$ cat config.mk
export PLATFORM = sky130hd
export DESIGN_NAME = byte_word_port
export DESIGN_NICKNAME = d
export VERILOG_FILES = /design/src/rtl/mem_pkg.sv /design/src/rtl/byte_lane_mux.sv /design/src/rtl/byte_word_port.sv
export SDC_FILE = /design/constraint.sdc
export NUM_CORES = 1
export LEC_CHECK = 0
export CORE_UTILIZATION = 49
export DETAILED_ROUTE_END_ITERATION = 12
export GPL_ROUTABILITY_DRIVEN = 0
export PLACE_DENSITY = 0.82
export SYNTH_ARGS = -nofsm -noshare
export SYNTH_HDL_FRONTEND = slang
export SYNTH_SLANG_ARGS = --single-unit
$ cat constraint.sdc
create_clock -name clk -period 3.7 [get_ports clk]
set_input_delay 0.555 -clock clk [delete_from_list [all_inputs] [get_ports clk]]
set_output_delay 0.555 -clock clk [all_outputs]
set_load 0.03 [all_outputs]
$ cat src/rtl/mem_pkg.sv
// Shared definitions for the byte-to-word memory port: FSM encoding and
// byte-offset to lane mapping.
package mem_pkg;

    typedef enum logic [2:0] {
        ST_IDLE  = 3'd0,
        ST_RD    = 3'd1,
        ST_RWAIT = 3'd2,
        ST_WR    = 3'd3,
        ST_RSP   = 3'd4
    } state_t;

    // Little-endian keeps the offset; big-endian mirrors it across the word.
    function automatic int unsigned lane_sel(input int unsigned ofs,
                                             input int unsigned bytes_per_word,
                                             input bit          big_endian);
        return big_endian ? (bytes_per_word - 1 - ofs) : ofs;
    endfunction

endpackage

$ cat src/rtl/byte_lane_mux.sv
// Selects one byte lane out of a RAM word.
module byte_lane_mux #(
    parameter int BYTES_PER_WORD = 4,
    localparam int OFS_W = $clog2(BYTES_PER_WORD)
) (
    input  logic [8*BYTES_PER_WORD-1:0] word,
    input  logic [OFS_W-1:0]            lane,
    output logic [7:0]                  sel_byte
);

    assign sel_byte = word[{lane, 3'b000} +: 8];

endmodule

$ cat src/rtl/byte_word_port.sv
// Byte-granular read/write port onto a word-wide synchronous RAM with one
// cycle of read latency; byte writes use native enables or read-modify-write.
module byte_word_port
    import mem_pkg::*;
#(
    parameter int BYTE_ADDR_WIDTH = 6,
    parameter int BYTES_PER_WORD  = 4,
    parameter bit BIG_ENDIAN      = 1'b0,
    parameter bit USE_BYTE_EN     = 1'b1,
    localparam int OFS_W   = $clog2(BYTES_PER_WORD),
    localparam int WORD_AW = BYTE_ADDR_WIDTH - OFS_W,
    localparam int WORD_W  = 8 * BYTES_PER_WORD
) (
    input  logic                       clk,
    input  logic                       rst,
    input  logic                       req_valid,
    output logic                       req_ready,
    input  logic                       req_we,
    input  logic [BYTE_ADDR_WIDTH-1:0] req_addr,
    input  logic [7:0]                 req_wdata,
    output logic                       rsp_valid,
    output logic [7:0]                 rsp_rdata,
    output logic                       word_rd_en,
    output logic                       word_wr_en,
    output logic [WORD_AW-1:0]         word_addr,
    output logic [BYTES_PER_WORD-1:0]  word_be,
    output logic [WORD_W-1:0]          word_wdata,
    input  logic [WORD_W-1:0]          word_rdata
);

    state_t             state, state_nxt;
    logic               accept;
    logic               a_we;
    logic [OFS_W-1:0]   a_ofs;
    logic [7:0]         a_wdata;
    logic [OFS_W-1:0]   req_lane, cur_lane;
    logic [7:0]         lane_byte;
    logic [WORD_W-1:0]  merged;

    assign req_ready = (state == ST_IDLE);
    assign accept    = req_valid && req_ready;

    assign req_lane = OFS_W'(lane_sel(32'(req_addr[OFS_W-1:0]), BYTES_PER_WORD, BIG_ENDIAN));
    assign cur_lane = OFS_W'(lane_sel(32'(a_ofs), BYTES_PER_WORD, BIG_ENDIAN));

    byte_lane_mux #(.BYTES_PER_WORD(BYTES_PER_WORD)) u_rsp_mux (
        .word     (word_rdata),
        .lane     (cur_lane),
        .sel_byte (lane_byte)
    );

    // RMW merge: every lane keeps the fetched byte except the addressed one.
    for (genvar j = 0; j < BYTES_PER_WORD; j++) begin : g_merge
        logic [7:0] old_byte;
        byte_lane_mux #(.BYTES_PER_WORD(BYTES_PER_WORD)) u_mux (
            .word     (word_rdata),
            .lane     (OFS_W'(j)),
            .sel_byte (old_byte)
        );
        assign merged[8*j +: 8] = (OFS_W'(j) == cur_lane) ? a_wdata : old_byte;
    end

    always_comb begin
        state_nxt = state;
        unique case (state)
            ST_IDLE:  if (req_valid) state_nxt = (req_we && USE_BYTE_EN) ? ST_WR : ST_RD;
            ST_RD:    state_nxt = ST_RWAIT;
            ST_RWAIT: state_nxt = a_we ? ST_WR : ST_RSP;
            ST_WR:    state_nxt = ST_RSP;
            ST_RSP:   state_nxt = ST_IDLE;
            default:  state_nxt = ST_IDLE;
        endcase
    end

    // Strobes are registered from the next state so they line up with it.
    always_ff @(posedge clk or posedge rst) begin
        if (rst) begin
            state      <= ST_IDLE;
            a_we       <= 1'b0;
            a_ofs      <= '0;
            a_wdata    <= '0;
            word_rd_en <= 1'b0;
            word_wr_en <= 1'b0;
            word_addr  <= '0;
            word_be    <= '0;
            word_wdata <= '0;
            rsp_valid  <= 1'b0;
            rsp_rdata  <= '0;
        end else begin
            state      <= state_nxt;
            word_rd_en <= (state_nxt == ST_RD);
            word_wr_en <= (state_nxt == ST_WR);
            rsp_valid  <= (state_nxt == ST_RSP);
            word_be    <= '0;
            if (accept) begin
                a_we      <= req_we;
                a_ofs     <= req_addr[OFS_W-1:0];
                a_wdata   <= req_wdata;
                word_addr <= req_addr[BYTE_ADDR_WIDTH-1:OFS_W];
            end
            if (state == ST_IDLE && state_nxt == ST_WR) begin
                word_be    <= BYTES_PER_WORD'(1) << req_lane;
                word_wdata <= {BYTES_PER_WORD{req_wdata}};
            end
            if (state == ST_RWAIT) begin
                if (a_we) begin
                    word_be    <= '1;
                    word_wdata <= merged;
                end else begin
                    rsp_rdata  <= lane_byte;
                end
            end
        end
    end

endmodule

### After elaboration in Yosys (flattened, before gate mapping)

Cells that the tools add are included.

| storage, ports and cells | value |
|---|---|
| flip-flop bits (word level) | 65 |
| output and inout port bits | 52 |
| logic and storage cells | 42 |

| cells by class | value |
|---|---|
| equality and inequality tests | 9 |
| shift-type cells | 2 |
| muxes and demuxes | 14 |
| bitwise logic cells | 1 |
| reductions and logical operators | 5 |

Operators by type and width:

| cell | number |
|---|---|
| $mux 32 | 3 |
| $mux 8 | 4 |
| $shiftx 32x6->8 | 1 |
| $mux 4 | 3 |
| $pmux 3 s4 | 1 |
| $eq 3x2->1 const B | 3 |
| $eq 3x1->1 const B | 2 |
| $mux 3 | 2 |
| $eq 2x2->1 const A | 2 |
| $shl 1x2->4 const A | 1 |
| $eq 3x3->1 const B | 1 |
| $logic_not 3->1 | 1 |
| $eq 1x2->1 const A | 1 |
| $logic_and 1x1->1 | 2 |
| $logic_not 2->1 | 1 |
| $mux 2 | 1 |
| $reduce_and 2->1 | 1 |
| $not 1->1 | 1 |

### Longest topological paths before layout

| logic depth | value |
|---|---|
| depth in word-level cells | 8 |
| depth in mapped cells | 7 |
| gate-level depth less buffers | 4 |

### Hierarchy

A second synthesis with hierarchy kept.

| unflattened totals | value |
|---|---|
| cell total of the unflattened synthesis | 330 |
| area, all modules | 3937.5 um2 |

Modules (own cells, without submodules):

| module | instances | cells each | area an instance (um2) | sequential area each (um2) |
|---|---|---|---|---|
| byte_word_port | 1 | 280 | 2955.3 | 1626.6 |
| byte_lane_mux | 5 | 10 | 196.4 | 0.0 |

### Least setup slack after synthesis

No wires, ideal clock.

| timing path | value |
|---|---|
| path kind | reg2out |
| from | register state[2] |
| to | output port req_ready |
| data arrival time | 1.192 ns |
| data required time | 3.145 ns |
| path slack | 1.953 ns |
| cell stages (with the launch flop) | 6 |
| buffers on the path | 3 |
| cells stage by stage | dfrtp_1 -> buf_6 -> or3_1 -> buf_6 -> clkinv_4 -> buf_12 |

| between the ends | value |
|---|---|
| longest elaborated chain between the ends | 1 |

Ends and longest elaborated chain:

| what | RTL line | text |
|---|---|---|
| start, declared | byte_word_port.sv:31 | `state_t state, state_nxt;` |
| start signal, assigned | byte_word_port.sv:90 | `state <= state_nxt;` |
| $logic_not 3->1 | byte_word_port.sv:40 | `assign req_ready = (state == ST_IDLE);` |
| end, declared | byte_word_port.sv:17 | `output logic req_ready,` |

No other way between the ends.

### Worst setup path in the final report

Same ends and word-level chain as after synthesis.

==> run metrics <==
adder-cell share of the synthesized area=0; Unique masters post-synth=35; area delta synth->final=35.6%; largest net degree at the start of global routing=49; maximum root-to-sink buffer count=2; via count=2931; vias in the first global route=2933; Hold Buf Count CTS=0; Compound-Gate Fraction of Synth Area=0.199; # diodes=0; clock buffer count from CTS=9; Mean Syn Cell Area=11.1 sq um; Finished Layout Cells=466; RR Startpoint=state[0]; die width=83.9 um; top cell types by occurrence after synthesis=nand2_1, dfrtp_1, o21ai_0, a32oi_1, mux2_2; area leader, netlist=dfrtp_1; Site Rows=29; Power Dens Cells=995 mW/mm^2; H-tree Lvls=3; register area share after synthesis=0.494; top cells by area, synth=dfrtp_1, a32oi_1, nand2_1; die area=0.00705 sq mm; VDD IR max=560 uV; clk slew on worst S/H paths=0.07 ns; setup TNS=0 ns; Cell Area, Synth=0.00329 sq mm; hold_ws=0.504 ns; asr flop ratio synth=1.00; WP data required=3.14 ns; Sequential Area=0.00163 sq mm; final net count=435; Worst R2R End=word_wdata[30]; max cap viols=0; synthesis-stage register bit count=65; postcts setup bufs=0; routed len/inst=19.7 um; core area=0.00642 sq mm; worst-margin pin slew=0.996 ns; antenna violations before repair=0; largest family of logic cells by synthesized area=compound AO/OA/AOI/OAI gates; Global Route Usage Sum=0.274; share of the synthesized area in the top cell type=0.494; HPWL after detailed placement=6570 um; Setup crit end kind=output port; multi-input combinational cell area=0.00148 sq mm; Die Ht=83.9 um; critical path class=reg -> out; Synth Instances=296; DRC viols=16; Top FF cell, synth=dfrtp_1; CP max FO=34; Final Skew=0.00962 ns; worst skew pair latency=0.35 ns; Worst R2R Path Depth=4; Fillers=484; Pre-Repair DR Iteration Count=10; Hold Vio Cnt, Final=0; top-count cell post-synth=nand2_1; TritonCTS Sinks=65; mux contribution to synthesized area=0.130; Synth Net Count=346; share of post-route cells with drive strength above 1=0.152; Worst Hold Class=in -> async; simple-gate share of the synthesized area=0.121; via/cell ratio=6.29; fmax=343 MHz; CP Launch Type=flop; Cells after DPL=451; IO Port Bufs=101; Tmin final=2.91 ns; DR iter-0 viols=341; RSZ-0062 raised after global routing=false; post-detailed-route count of antenna-violating nets=0; final setup vio count=0; clk root buf=clkbuf_8; # IOs=102; number of flops mapped to enable cells by yosys=0; initial core utilization=0.512; warnings from Yosys=0; slack of the worst reg-to-reg path=1.63 ns; TritonCTS clock tree=done; DRT Wirelength=9200 um; status=finished with violations; CTS resizes=0; LEAKAGE=1.80 nW; Design Area, Final=0.00446 sq mm; critical path arrival=2.36 ns; worst rel slew slack=0.333; total grt overflow=0; first-pass GRT wire length=15000 um; period utilization=0.788; final slew viol count=0; placed cell area=0.00427 sq mm; failing checks=design-rule violations; Worst Setup Slack, final=0.786 ns; Place WS=1.15 ns; Post-Synth XOR/XNOR Area=0
how the worst max path moves through the flow:
| stage | start | to | slack [ns] | cells after the start |
|---|---|---|---|---|
| after CTS | state[2] | req_ready | 0.77 | 4 |
| after global placement | state[2] | req_ready | 1.17 | 4 |
| final | state[2] | req_ready | 0.79 | 4 |
| after floorplan | rst | a_ofs[0] | 1.52 | 1 |
| after global routing | state[2] | req_ready | 0.71 | 4 |
| after detailed placement | state[2] | req_ready | 1.15 | 4 |
layer usage:
metal | global-route usage | share of wire | vias to the layer above
met1 | 0.367 | 0.41 | 1441
met2 | 0.433 | 0.48 | 195
li1 | - | - | 1272
met3 | 0.0495 | 0.083 | 23
met4 | 0.132 | 0.028 | 0
met5 | 0 | 0 | -
critical path, cell delays in order (launching register included):
cell	delay, ns
dfrtp_1	0.48
or3_1	0.40
buf_4	0.24
clkinv_4	0.18
clkdlybuf4s50_1	0.71
cell families (layout without fill, tap and decap cells):
family          after synthesis  in the layout
buf+inv                      33            126
compound gates               83             83
mux                          30             30
simple gates                 85             85
flops                        65             65
flip-flops by register name, indices dropped and copies added (netlist names):
| name | cells |
|---|---|
| word_rd_en | 1 |
| state | 3 |
| rsp_valid | 1 |
| a_ofs | 2 |
| word_wr_en | 1 |
| word_wdata | 32 |
| word_addr | 4 |
| a_we | 1 |
| word_be | 4 |
| a_wdata | 8 |
| rsp_rdata | 8 |
placed cells by master (no fill, tap or decap), types with 2 or more instances in the layout:
| cell type | synthesis | routed |
|---|---|---|
| o21ai_0 | 35 | 35 |
| nor2_1 | 2 | 2 |
| clkdlybuf4s50_1 | 0 | 101 |
| dfrtp_1 | 65 | 65 |
| a32oi_1 | 32 | 32 |
| mux4_2 | 8 | 8 |
| a31oi_1 | 2 | 2 |
| a21o_1 | 2 | 2 |
| inv_1 | 6 | 5 |
| nand2_1 | 67 | 67 |
| buf_4 | 3 | 3 |
| mux2_2 | 22 | 22 |
| a211oi_1 | 2 | 2 |
| nor2b_1 | 2 | 2 |
| a21oi_1 | 2 | 2 |
| and2_1 | 3 | 3 |
| clkinv_2 | 0 | 2 |
| a31oi_4 | 6 | 6 |
| nand2b_1 | 2 | 2 |
| clkbuf_8 | 0 | 11 |
power by group:
group          switching, mW  internal (mW)
sequential             0.354           1.07
clock                  0.273          0.342
combinational           1.38           1.02
final cells by class:
cell class | instances | share of cell area
tap | 77 | 0.0216
multi-input combinational | 198 | 0.331
timing repair buffer | 104 | 0.232
clock inverter | 3 | 0.00897
inverter | 7 | 0.00701
clock buffer | 12 | 0.0348
sequential | 65 | 0.365
per-stage QoR:
| step | utilization | power, mW |
|---|---|---|
| 2_1_floorplan | - | 2.96 |
| 3_3_place_gp | 0.664 | 3.74 |
| 3_5_place_dp | 0.664 | 3.81 |
| 4_1_cts | 0.695 | 4.43 |
| 5_1_grt | 0.695 | 4.66 |
| 6_report | 0.695 | 4.44 |
(Power assumes the default switching activity.)
